## config.mk

```make
export PLATFORM = sky130hd
export DESIGN_NAME = pipe_hazard_ctrl
export DESIGN_NICKNAME = d
export VERILOG_FILES = /design/src/rtl/pipe_ctrl_pkg.sv /design/src/rtl/hazard_fwd_unit.sv /design/src/rtl/pipe_hazard_ctrl.sv
export SDC_FILE = /design/constraint.sdc
export NUM_CORES = 1
export LEC_CHECK = 0
export ABC_AREA = 1
export CELL_PAD_IN_SITES_DETAIL_PLACEMENT = 0
export CELL_PAD_IN_SITES_GLOBAL_PLACEMENT = 1
export CORE_UTILIZATION = 33
export DETAILED_ROUTE_END_ITERATION = 8
export PLACE_DENSITY = 0.86
export SYNTH_ARGS = -nofsm -noshare
export SYNTH_HDL_FRONTEND = slang
export SYNTH_SLANG_ARGS = --single-unit
```

## constraint.sdc

```tcl
create_clock -name clk -period 2.1 [get_ports clk]
set_input_delay 0.21 -clock clk [delete_from_list [all_inputs] [get_ports clk]]
set_output_delay 0.21 -clock clk [all_outputs]
set_load 0.03 [all_outputs]
```

## src/rtl/pipe_ctrl_pkg.sv

```systemverilog
// pipe_ctrl_pkg
//   Shared encodings for the pipeline hazard/control unit.
//   - fwd_sel_e   : operand source select presented to the ID/EXE operand muxes
//   - mdu_state_e : state of the multi-cycle multiply/divide hold FSM
//   - MDU_CNT_W   : width of the MDU hold down-counter
package pipe_ctrl_pkg;

   typedef enum logic [1:0] {
      FWD_RF     = 2'd0,   // register file value
      FWD_EXE    = 2'd1,   // ALU result currently in EXE
      FWD_MEM    = 2'd2,   // ALU result currently in MEM
      FWD_MEM_LD = 2'd3    // load data returning in MEM
   } fwd_sel_e;

   typedef enum logic {
      MDU_IDLE = 1'b0,
      MDU_RUN  = 1'b1
   } mdu_state_e;

   localparam int MDU_CNT_W = 4;

endpackage

```

## src/rtl/hazard_fwd_unit.sv

```systemverilog
// hazard_fwd_unit
//   RAW hazard check for a single ID source operand against the EXE and MEM
//   destinations.
//   Ports:
//     src_used, src_addr             : operand valid / register address in ID
//     id_is_store                    : ID instruction is a store
//     exe_wen, exe_is_load, exe_waddr: EXE destination info
//     mem_wen, mem_is_load, mem_waddr: MEM destination info
//     fwd_sel                        : operand source select (fwd_sel_e codes)
//     load_use                       : operand needs a value still being loaded in EXE
//     store_fwd                      : store data will be picked up in MEM from WB
//   STORE_SRC marks the operand that carries store data (src1).
module hazard_fwd_unit
   import pipe_ctrl_pkg::*;
#(
   parameter int REG_AW    = 5,
   parameter bit STORE_SRC = 1'b0
) (
   input  logic              src_used,
   input  logic [REG_AW-1:0] src_addr,
   input  logic              id_is_store,
   input  logic              exe_wen,
   input  logic              exe_is_load,
   input  logic [REG_AW-1:0] exe_waddr,
   input  logic              mem_wen,
   input  logic              mem_is_load,
   input  logic [REG_AW-1:0] mem_waddr,
   output logic [1:0]        fwd_sel,
   output logic              load_use,
   output logic              store_fwd
);

   logic active;
   logic exe_hit;
   logic mem_hit;

   // r0 is hard-wired zero and never participates in forwarding.
   assign active  = src_used && (src_addr != '0);
   assign exe_hit = active && exe_wen && (exe_waddr == src_addr);
   assign mem_hit = active && mem_wen && (mem_waddr == src_addr);

   always_comb begin
      fwd_sel   = FWD_RF;
      load_use  = 1'b0;
      store_fwd = 1'b0;
      // The youngest producer (EXE) wins over MEM.
      if (exe_hit) begin
         if (!exe_is_load) begin
            fwd_sel = FWD_EXE;
         end else if (STORE_SRC && id_is_store) begin
            // Store data is not needed until MEM, where the load result sits in WB.
            store_fwd = 1'b1;
         end else begin
            load_use = 1'b1;
         end
      end else if (mem_hit) begin
         fwd_sel = mem_is_load ? FWD_MEM_LD : FWD_MEM;
      end
   end

endmodule

```

## src/rtl/pipe_hazard_ctrl.sv

```systemverilog
// pipe_hazard_ctrl
//   Hazard/control unit for the 5-stage pipeline (IF/ID/EXE/MEM/WB).
//   Ports:
//     clk, rst                 : clock, synchronous active-high reset
//     debug_en, debug_step     : debug hold; rising edge of step releases one cycle
//     id_src_used/id_src_addr  : NUM_SRC operand valids / packed addresses in ID
//     id_is_branch/store/mdu   : ID instruction class
//     exe_*, mem_*             : destination info of the EXE and MEM instructions
//     mem_req, mem_ready       : variable-latency memory handshake
//     fwd_sel, store_fwd       : forwarding selects (2 bits per source)
//     *_en, *_rst              : stage register enables and bubble clears
//     mdu_busy                 : MDU hold FSM is running and still holding ID
//     stall_cycles             : saturating count of cycles with id_en low
module pipe_hazard_ctrl
   import pipe_ctrl_pkg::*;
#(
   parameter int NUM_SRC      = 2,
   parameter int REG_AW       = 5,
   parameter int FLUSH_CYCLES = 3,
   parameter int MDU_LATENCY  = 4,
   parameter int CNT_W        = 32
) (
   input  logic                      clk,
   input  logic                      rst,
   input  logic                      debug_en,
   input  logic                      debug_step,
   input  logic [NUM_SRC-1:0]        id_src_used,
   input  logic [NUM_SRC*REG_AW-1:0] id_src_addr,
   input  logic                      id_is_branch,
   input  logic                      id_is_store,
   input  logic                      id_is_mdu,
   input  logic                      exe_wen,
   input  logic                      exe_is_load,
   input  logic [REG_AW-1:0]         exe_waddr,
   input  logic                      mem_wen,
   input  logic                      mem_is_load,
   input  logic [REG_AW-1:0]         mem_waddr,
   input  logic                      mem_req,
   input  logic                      mem_ready,
   output logic [NUM_SRC*2-1:0]      fwd_sel,
   output logic                      store_fwd,
   output logic                      if_en,
   output logic                      id_en,
   output logic                      exe_en,
   output logic                      mem_en,
   output logic                      wb_en,
   output logic                      if_rst,
   output logic                      id_rst,
   output logic                      exe_rst,
   output logic                      mem_rst,
   output logic                      wb_rst,
   output logic                      mdu_busy,
   output logic [CNT_W-1:0]          stall_cycles
);

   // ---------------- forwarding / load-use per source ----------------
   logic [NUM_SRC-1:0] lu_vec;
   logic [NUM_SRC-1:0] sf_vec;

   for (genvar gi = 0; gi < NUM_SRC; gi++) begin : g_src
      logic [1:0] sel_w;
      hazard_fwd_unit #(
         .REG_AW   (REG_AW),
         .STORE_SRC(gi == 1)
      ) u_fwd (
         .src_used   (id_src_used[gi]),
         .src_addr   (id_src_addr[gi*REG_AW +: REG_AW]),
         .id_is_store(id_is_store),
         .exe_wen    (exe_wen),
         .exe_is_load(exe_is_load),
         .exe_waddr  (exe_waddr),
         .mem_wen    (mem_wen),
         .mem_is_load(mem_is_load),
         .mem_waddr  (mem_waddr),
         .fwd_sel    (sel_w),
         .load_use   (lu_vec[gi]),
         .store_fwd  (sf_vec[gi])
      );
      assign fwd_sel[gi*2 +: 2] = rst ? FWD_RF : sel_w;
   end

   assign store_fwd = !rst && (|sf_vec);

   // ---------------- state ----------------
   logic                 step_prev_q, step_prev_d;
   logic [2:0]           flush_cnt_q, flush_cnt_d;
   mdu_state_e           mdu_state_q, mdu_state_d;
   logic [MDU_CNT_W-1:0] mdu_cnt_q, mdu_cnt_d;
   logic [CNT_W-1:0]     stall_q, stall_d;

   logic load_use;
   logic dbg_hold;
   logic mem_wait;
   logic frozen;
   logic mdu_stall;
   logic id_stall;

   assign load_use = |lu_vec;
   // Only the first cycle of a step request releases the pipeline.
   assign dbg_hold = debug_en && !(debug_step && !step_prev_q);
   assign mem_wait = mem_req && !mem_ready;
   assign frozen   = dbg_hold || mem_wait;

   // A load-use stall blocks MDU entry, so the MDU op is not counted twice.
   assign mdu_stall = (mdu_state_q == MDU_RUN)  ? (mdu_cnt_q != '0)
                                                : (id_is_mdu && !load_use);
   assign id_stall  = load_use || mdu_stall;
   // The release cycle of RUN no longer holds ID, so it is not reported busy.
   assign mdu_busy  = (mdu_state_q == MDU_RUN) && (mdu_cnt_q != '0);
   assign stall_cycles = stall_q;

   // ---------------- stage enables / clears ----------------
   always_comb begin
      if_en   = 1'b1;
      id_en   = 1'b1;
      exe_en  = 1'b1;
      mem_en  = 1'b1;
      wb_en   = 1'b1;
      if_rst  = 1'b0;
      id_rst  = 1'b0;
      exe_rst = 1'b0;
      mem_rst = 1'b0;
      wb_rst  = 1'b0;
      if (rst) begin
         if_rst  = 1'b1;
         id_rst  = 1'b1;
         exe_rst = 1'b1;
         mem_rst = 1'b1;
         wb_rst  = 1'b1;
      end else if (dbg_hold) begin
         if_en  = 1'b0;
         id_en  = 1'b0;
         exe_en = 1'b0;
         mem_en = 1'b0;
         wb_en  = 1'b0;
      end else if (mem_wait) begin
         if_en  = 1'b0;
         id_en  = 1'b0;
         exe_en = 1'b0;
         mem_en = 1'b0;
         wb_rst = 1'b1;
      end else if (id_stall) begin
         if_en   = 1'b0;
         id_en   = 1'b0;
         exe_rst = 1'b1;
      end else if (id_is_branch || (flush_cnt_q != '0)) begin
         id_rst = 1'b1;
      end
   end

   // ---------------- next state ----------------
   always_comb begin
      step_prev_d = debug_step;
      flush_cnt_d = flush_cnt_q;
      mdu_state_d = mdu_state_q;
      mdu_cnt_d   = mdu_cnt_q;
      stall_d     = stall_q;

      if (!frozen) begin
         // The cycle the branch leaves ID is the first bubble.
         if (id_is_branch && !id_stall) begin
            flush_cnt_d = 3'(FLUSH_CYCLES - 1);
         end else if (flush_cnt_q != '0) begin
            flush_cnt_d = flush_cnt_q - 3'd1;
         end

         case (mdu_state_q)
            MDU_IDLE: begin
               if (id_is_mdu && !load_use) begin
                  mdu_state_d = MDU_RUN;
                  mdu_cnt_d   = MDU_CNT_W'(MDU_LATENCY - 1);
               end
            end
            MDU_RUN: begin
               if (mdu_cnt_q != '0) begin
                  mdu_cnt_d = mdu_cnt_q - 1'b1;
               end else begin
                  mdu_state_d = MDU_IDLE;
               end
            end
            default: mdu_state_d = MDU_IDLE;
         endcase
      end

      if (!id_en && (stall_q != '1)) begin
         stall_d = stall_q + CNT_W'(1);
      end
   end

   always_ff @(posedge clk) begin
      if (rst) begin
         step_prev_q <= 1'b0;
         flush_cnt_q <= '0;
         mdu_state_q <= MDU_IDLE;
         mdu_cnt_q   <= '0;
         stall_q     <= '0;
      end else begin
         step_prev_q <= step_prev_d;
         flush_cnt_q <= flush_cnt_d;
         mdu_state_q <= mdu_state_d;
         mdu_cnt_q   <= mdu_cnt_d;
         stall_q     <= stall_d;
      end
   end

endmodule
```

==> flow_summary.json <==
{
  "cts_root_buffer": "clkbuf_8",
  "syn_nets": 534,
  "yosysWarnings": 0,
  "ys.flop_type": "dfxtp_1",
  "area_delta_synth_final_pct": 48.6,
  "yosysSeqAreaShare_pct": 26.7,
  "drt-initial-drc-count": 187,
  "worst_pin_slew_ns": 0.465,
  "grt_pass1_vias": 3395,
  "io_pins": 83,
  "required_ns": 1.89,
  "route.vias.total": 3664,
  "syn-cell-area_mm2": 0.00308,
  "syn_inst": 494,
  "yosysUniqueCellTypes": 29,
  "synth-xor-area-share_pct": 10.2,
  "gp_congestion": 0.926,
  "post-route-min-period_ns": 2.01,
  "grt_use_met3_pct": 2.84,
  "worstSetupPathType": "reg2out",
  "status": "completed",
  "dieArea_mm2": 0.00972,
  "die_h_um": 98.6,
  "wl_mm": 10.3,
  "ctsLongestPathBuffers": 2,
  "crit_path_max_fanout": 4,
  "via_per_inst": 5.11,
  "grt_pass1_wl_mm": 16.3,
  "grt.busiest_layer": "met2",
  "numClockSinks": 41,
  "grt_usage_pct": 20.6,
  "slew_violations": 0,
  "core_mm2": 0.00889,
  "p_leak_nw": 2.00,
  "ys_ff_latch": 41,
  "clkLatencyLatePin_ns": 0.30,
  "final_cells": 717,
  "wl_per_cell_um": 14.4,
  "antenna_found_initial": 0,
  "final_common_cell": "nand2_1",
  "fin_util_pct": 51.4,
  "power_density_mw_per_mm2": 448,
  "initial_core_util_pct": 34.6,
  "yosys-mux-area-fraction_pct": 0,
  "synth_edf_count": 0,
  "n_antenna_cell": 0,
  "final_cell_mix": "nand2_1 (124), inv_1 (58), buf_4 (56)",
  "dp_hpwl_mm": 7.68,
  "ant_nets": 0,
  "grt_max_degree": 35,
  "htreeDepth": 2,
  "synthArstFlopShare_pct": 0,
  "peakVddDrop_mv": 0.282,
  "arrival_ns": 1.80,
  "synthAdderAreaFrac_pct": 2.03,
  "synth_top_family_by_area": "simple AND/OR/NAND/NOR gates",
  "fp.dieW_um": 98.6,
  "use_met1_pct": 27.7,
  "clk_pin_slew_ns": 0.09,
  "met2_usage_pct": 35.2,
  "synth_simple_gate_area_share_pct": 39.4,
  "maxCapViolCount": 0,
  "fmax_mhz": 498,
  "fin_worst_skew_ns": 0.00967,
  "grt_overflow_total": 0,
  "hp-class": "in2reg",
  "fin_setup_tns_ns": 0,
  "hold_viol_final": 0,
  "cts_tree": "built",
  "worstSetupStartpointType": "register",
  "ctsHoldBuffers": 0,
  "syn_avg_cell_area_um2": 6.23,
  "postLayoutCellArea_mm2": 0.00457,
  "slew_headroom_pct": 68.8,
  "dp_cells": 702,
  "fin_crit_sh_pct": 95.7,
  "cts_buffers": 5,
  "fin_nets": 648,
  "place_area_mm2": 0.00418,
  "crit_path_end_kind": "primary output",
  "whs_ns": 0.443,
  "drc": 0,
  "drt_pass1_iterations": 4,
  "layout-drive-gt1-share_pct": 16.4,
  "row_count": 34,
  "setup_viol": 0,
  "synth-compound-area-share_pct": 9.84,
  "placement.io_buffers": 82
}
## synth_stat cells, drive strengths merged (7+ instances only)
library cell	count	area share (%)
nand2	128	16
inv	62	7.6
nor2	53	6.5
nand4	44	8.9
dfxtp	41	27
a21oi	40	6.5
xor2	26	7.4
nand3	21	3.7
nor3	21	3.7
buf	15	3.4
xnor2	10	2.8
o21ai	8	1.3
clkbuf	7	0.85
## worst max-delay path, cell delays in order, from the launching register on
cell,delay (ns)
dfxtp_1,0.34
inv_1,0.08
ha_1,0.24
a31oi_4,0.20
inv_2,0.07
o21ai_2,0.07
inv_1,0.10
a31oi_1,0.17
inv_1,0.07
buf_4,0.16
## path summary, 6_finish.rpt
path,startpoint,end,slack [ns],cells after the start
worst min register to register,stall_cycles[31]$_SDFFE_PP0P_,stall_cycles[31]$_SDFFE_PP0P_,0.49,2
worst max register to register,stall_cycles[8]$_SDFFE_PP0P_,stall_cycles[25]$_SDFFE_PP0P_,0.09,11
worst max-delay path,mdu_cnt_q[0]$_SDFFE_PP0P_,if_en,0.09,9
worst min-delay path,debug_step,step_prev_q$_SDFF_PP0_,0.44,3
## cell families (layout without fill, tap and decap cells)
kind of cell    after synthesis  count (layout)
fa+ha+maj                     5               5
flops                        41              41
xor+xnor                     36              36
buf+inv                      84             199
compound gates               57              57
simple gates                271             271
## state kept, by name (all words and copies together), names as in the netlist
| register | count |
|---|---|
| mdu_state_q | 1 |
| stall_cycles | 32 |
| flush_cnt_q | 3 |
| step_prev_q | 1 |
| mdu_cnt_q | 4 |
## area by class of cell
class | instances | area [um^2]
Clock buffer | 7 | 86.3
Timing Repair Buffer | 129 | 1230
Multi-Input combinational cell | 369 | 2030
Tap cell | 108 | 135
Inverter | 62 | 233
Fill cell | 867 | 4320
Clock inverter | 1 | 30.0
Sequential cell | 41 | 828
## stage by stage
step	power, W	worst slack, ns
floorplan	0.00113	0.0392
global placement	0.00131	-0.0308
detailed placement	0.00132	-0.0522
CTS	0.00200	0.000368
global route	0.00214	-0.0131
finish	0.00205	0.0913
## report_power, final
part           switching, W  internal [W]  total (W)
clock network      0.000292      0.000388   0.000680
logic              0.000312      0.000240   0.000553
registers         0.0000147      0.000801   0.000816
## timing repair
item / in CTS / in global routing
gates cloned: 0 / 2
setup buffers: 0 / 5
pin swaps: 3 / 11
hold endpoints to repair: 0 / 0
setup endpoints to repair: 3 / 37
resized for setup: 10 / 51
## metal layers
metal / vias up / part of all wire, % / routed length, um
met3: 7 / 4.3 / 444
met2: 92 / 49 / 5000
met4: 0 / 0.61 / 63
li1: 1845 / - / -
met1: 1720 / 46 / 4790
met5: - / 0 / 0
Power figures use the tool's default switching activity.
